==> config.mk <==
export PLATFORM = sky130hd
export DESIGN_NAME = add_sub_pipe
export DESIGN_NICKNAME = d
export VERILOG_FILES = /design/src/rtl/add_sub_pipe.sv
export SDC_FILE = /design/constraint.sdc
export NUM_CORES = 1
export LEC_CHECK = 0
export ABC_AREA = 1
export CAP_MARGIN = 10
export CORE_MARGIN = 5
export CORE_UTILIZATION = 50
export CTS_BUF_LIST = sky130_fd_sc_hd__clkbuf_8
export DETAILED_ROUTE_END_ITERATION = 8
export GPL_ROUTABILITY_DRIVEN = 1
export HOLD_SLACK_MARGIN = 0.05
export PLACE_DENSITY = 0.78
export SYNTH_ARGS = -nofsm -noshare
export SYNTH_HDL_FRONTEND = slang
export SYNTH_SLANG_ARGS = --single-unit
==> constraint.sdc <==
create_clock -name clk -period 3.2 [get_ports clk]
set_input_delay 0.8 -clock clk [delete_from_list [all_inputs] [get_ports clk]]
set_output_delay 0.8 -clock clk [all_outputs]
set_load 0.01 [all_outputs]
==> src/rtl/add_sub_pipe.sv <==
// Pipelined two's-complement adder/subtractor: the carry chain is split into
// STAGES chunks of WIDTH/STAGES bits with a registered carry between chunks.
module add_sub_pipe #(
    parameter int WIDTH  = 32,
    parameter int STAGES = 4
) (
    input  logic             clk,
    input  logic             rst,
    input  logic             in_valid,
    output logic             in_ready,
    input  logic [WIDTH-1:0] A,
    input  logic [WIDTH-1:0] B,
    input  logic             sub,
    output logic             out_valid,
    input  logic             out_ready,
    output logic [WIDTH-1:0] S,
    output logic             Co,
    output logic             V,
    output logic             Z,
    output logic             N
);
    localparam int CW   = WIDTH / STAGES;
    localparam int LAST = STAGES - 1;

    logic adv;
    assign adv      = ~out_valid | out_ready;
    assign in_ready = adv;

    for (genvar k = 0; k < STAGES; k++) begin : stg
        // Operands are carried shrinking: only chunks not yet added travel on.
        localparam int RW = WIDTH - k * CW;

        logic [RW-1:0]         a_in;
        logic [RW-1:0]         b_in;
        logic                  cin;
        logic                  vin;
        logic [CW:0]           sum;
        logic [(k+1)*CW-1:0]   s_nx;
        logic [(k+1)*CW-1:0]   s_r;
        logic                  c_r;
        logic                  v_r;

        if (k == 0) begin : src
            always_comb begin
                a_in = A;
                b_in = B ^ {WIDTH{sub}};
                cin  = sub;
                vin  = in_valid;
            end
            assign s_nx = sum[CW-1:0];
        end else begin : src
            always_comb begin
                a_in = stg[k-1].fwd.a_r;
                b_in = stg[k-1].fwd.b_r;
                cin  = stg[k-1].c_r;
                vin  = stg[k-1].v_r;
            end
            assign s_nx = {sum[CW-1:0], stg[k-1].s_r};
        end

        assign sum = {1'b0, a_in[CW-1:0]} + {1'b0, b_in[CW-1:0]} + {{CW{1'b0}}, cin};

        if (k < LAST) begin : fwd
            logic [RW-CW-1:0] a_r;
            logic [RW-CW-1:0] b_r;
            always_ff @(posedge clk) begin
                if (rst) begin
                    a_r <= '0;
                    b_r <= '0;
                end else if (adv && vin) begin
                    a_r <= a_in[RW-1:CW];
                    b_r <= b_in[RW-1:CW];
                end
            end
        end

        // Data registers load only for real operations so outputs hold through bubbles.
        always_ff @(posedge clk) begin
            if (rst) begin
                v_r <= 1'b0;
                c_r <= 1'b0;
                s_r <= '0;
            end else if (adv) begin
                v_r <= vin;
                if (vin) begin
                    c_r <= sum[CW];
                    s_r <= s_nx;
                end
            end
        end
    end

    // Carry into the MSB recovered from the MSB sum bit: c = a ^ b ^ s.
    logic msb_cin;
    assign msb_cin = stg[LAST].a_in[CW-1] ^ stg[LAST].b_in[CW-1] ^ stg[LAST].sum[CW-1];

    always_ff @(posedge clk) begin
        if (rst) begin
            V <= 1'b0;
            Z <= 1'b0;
            N <= 1'b0;
        end else if (adv && stg[LAST].vin) begin
            V <= stg[LAST].sum[CW] ^ msb_cin;
            Z <= (stg[LAST].s_nx == '0);
            N <= stg[LAST].s_nx[WIDTH-1];
        end
    end

    assign S         = stg[LAST].s_r;
    assign Co        = stg[LAST].c_r;
    assign out_valid = stg[LAST].v_r;
endmodule
==> qor.yml <==
path_max_fanout: 7
insertion_delay_ps: 460
synthMuxAreaShare: 0
synth-compound-area-share: 0.182
hold_slack_ps: 457
grt_max_degree: 102
syn_to_final_growth_pct: 18.4
postCtsSetupRepairBufs: 0
track_usage: 0.189
rows: 46
yosys_register_bits: 186
synthArstFlopShare: 0
cts_resized: 0
drt-pass1-iter-count: 5
power_leakage_nw: 4.20
overflow: 0
cts_tree: "yes"
dieArea_um2: 19100
wire_per_inst_um: 13.0
syn_nets: 1172
antenna_found_initial: 0
cp-startpoint: "out_ready"
area.sequential_um2: 3720
yosys.area_share.simple: 0.179
slew-limit-headroom: 0.636
cp_data_arrival_time_ps: 2000
endpoint: "in_ready"
hold_viol: 0
drc: 0
final.fill_count: 1506
clock_path_buffers: 2
postLayoutCellArea_um2: 9710
synth-xor-area-share: 0.0459
period_share: 0.875
post_drt_via_cell_ratio: 4.98
tightest_slew_ps: 546
cp-end-kind: "output port"
yosysSeqAreaShare: 0.454
fin_crit_ps: 2800
cts.sinks: 186
drive_above_1_share: 0.0579
yosysWarningCount: 0
skew_ps: 16.3
grt_pass1_wl_um: 30600
timing.critical_path.mode_cell: "clkdlybuf4s50_1"
setup_viol: 0
worstHoldPathType: "flip-flop to flip-flop"
dpl-instance-area_um2: 9360
slowest_delay_ps: 560
synth_edf_count: 0
clkPwrFrac: 0.301
routed_wl_um: 17800
cts_buffers: 17
max_freq_mhz: 357
drv_cap: 0
cts.clk_slew.worst_paths_ps: 90
ir_drop_mv: 0.290
critPathBufInv: 3
synthFlopType: "dfxtp_1"
power_switching_w: 0.00133
power.internal_w: 0.00337
required_ps: 2400
combPwrFrac: 0.159
syn-instance-count: 1068
drt-initial-drc-count: 419
die_y_um: 138
antenna_cells: 0
synth.distinct_cells: 36
crit_type: "input port to output port"
total_power_w: 0.00469
ant_nets: 0
clockRootBuffer: "clkbuf_8"
r2r_end: "Z"
crit_chain: "clkdlybuf4s50_1 -> inv_1 -> nand2_4 -> clkdlybuf4s50_1"
worstRegToRegCells: 11
grt_pass1_vias: 6381
core_region_area_um2: 16000
final_common_cell: "nor2_1"
setup-tns-final_ps: 0
path_depth: 4
port_buffers: 106
cts_hold_buffers: 0
multi_input_area_um2: 3830
cts_max_level: 4
mostFrequentLayoutCells: "210 x nor2_1, 186 x dfxtp_1, 163 x o21ai_0, 105 x a21oi_1, 105 x clkdlybuf4s50_1"
rsz0062_at_grt: "no"
rr_startpoint: "stg[2].fwd.b_r[0]"
run_status: "finished clean"
initial_utilization: 0.513
p_per_area_nw_per_um2: 483
dp.final_hpwl_um: 12700
ios: 107
timing_max_transition_violations_final: 0
die_w_um: 138
synth_top_family_by_area: "compound AO/OA/AOI/OAI gates"
slowest_stage: "clkdlybuf4s50_1"
nets: 1248
startpoint_type: "input port"
route.vias.total: 6843
synth_area_um2: 8200
reg2reg_slack_ps: 1080
place_congestion: 0.869
synth_adder_area_share: 0.0598
pwr-share-seq: 0.540
syn_avg_cell_area_um2: 7.68
cp_top_family: "buffers and inverters"
swShare: 0.282
-- stage by stage --
step / instances / util / setup slack, ps
after floorplan: 1068 / - / 661
after global placement: 1341 / 0.585 / 398
after detailed placement: 1341 / 0.585 / 388
after CTS: 1373 / 0.607 / 389
after global routing: 1373 / 0.607 / 344
final: 1373 / 0.607 / 401
-- Yosys cell counts, drive strengths merged, types with 7 or more instances --
master / count / share of area
nor2: 211 / 0.097
dfxtp: 186 / 0.45
o21ai: 168 / 0.10
nand2: 108 / 0.054
a21oi: 106 / 0.065
inv: 95 / 0.043
buf: 37 / 0.025
xor2: 30 / 0.032
ha: 28 / 0.043
nand3: 26 / 0.016
clkbuf: 23 / 0.011
xnor2: 13 / 0.014
fa: 7 / 0.017
-- final cells by class --
class	instances	area share
multi-input cells	726	0.394
flip-flops and latches	186	0.383
repair buffers	117	0.121
inverters	96	0.0372
well taps	216	0.0278
clock buffers	19	0.0269
clock inverters	13	0.00953
-- power groups by stage --
stage                     sequential (W)  combinational (W)  clock (W)
after detailed placement         0.00259           0.000745          0
after floorplan                  0.00257           0.000497          0
after global routing             0.00255           0.000853    0.00154
after global placement           0.00258           0.000729          0
after CTS                        0.00253           0.000751    0.00145
final                            0.00253           0.000747    0.00141
-- per-layer routing --
layer	GRT usage	share of wire	vias up
met5	0	0	-
met4	0.0432	0.010	0
met3	0.0417	0.047	11
met2	0.301	0.45	147
met1	0.263	0.49	3068
li1	-	-	3617
-- sequential cells by signal (all words and copies together) (netlist names), 3 cells and up --
name and cells:
stg.fwd.b_r 48, S 32, stg.fwd.a_r 48, stg.c_r 3, stg.v_r 3, stg.s_r 48
-- logic make-up after synthesis --
family,count (synthesis)
compound gates,288
xor+xnor,43
fa+ha+maj,35
buf+inv,156
flops,186
simple gates,360
-- tightest hold or removal path, stage by stage (launching register included) --
cell and delay (ps):
dfxtp_1 300, inv_1 60, a21oi_1 60
-- worst min-delay path by stage --
| stage | slack [ps] | cells after the start | endpoint | startpoint |
|---|---|---|---|---|
| 2_1_floorplan | 430 | 2 | stg[1].fwd.b_r[10] | stg[0].fwd.b_r[18] |
| 5_1_grt | 480 | 2 | stg[1].fwd.b_r[5] | stg[0].fwd.b_r[13] |
| 4_1_cts | 460 | 2 | stg[1].s_r[7] | stg[0].s_r[7] |
| 3_5_place_dp | 450 | 2 | stg[0].fwd.b_r[11] | stg[0].fwd.b_r[11] |
| 6_report | 460 | 2 | stg[1].s_r[7] | stg[0].s_r[7] |
| 3_3_place_gp | 440 | 2 | stg[1].fwd.b_r[3] | stg[0].fwd.b_r[11] |
Note: power is estimated with default switching activity, not from simulation.
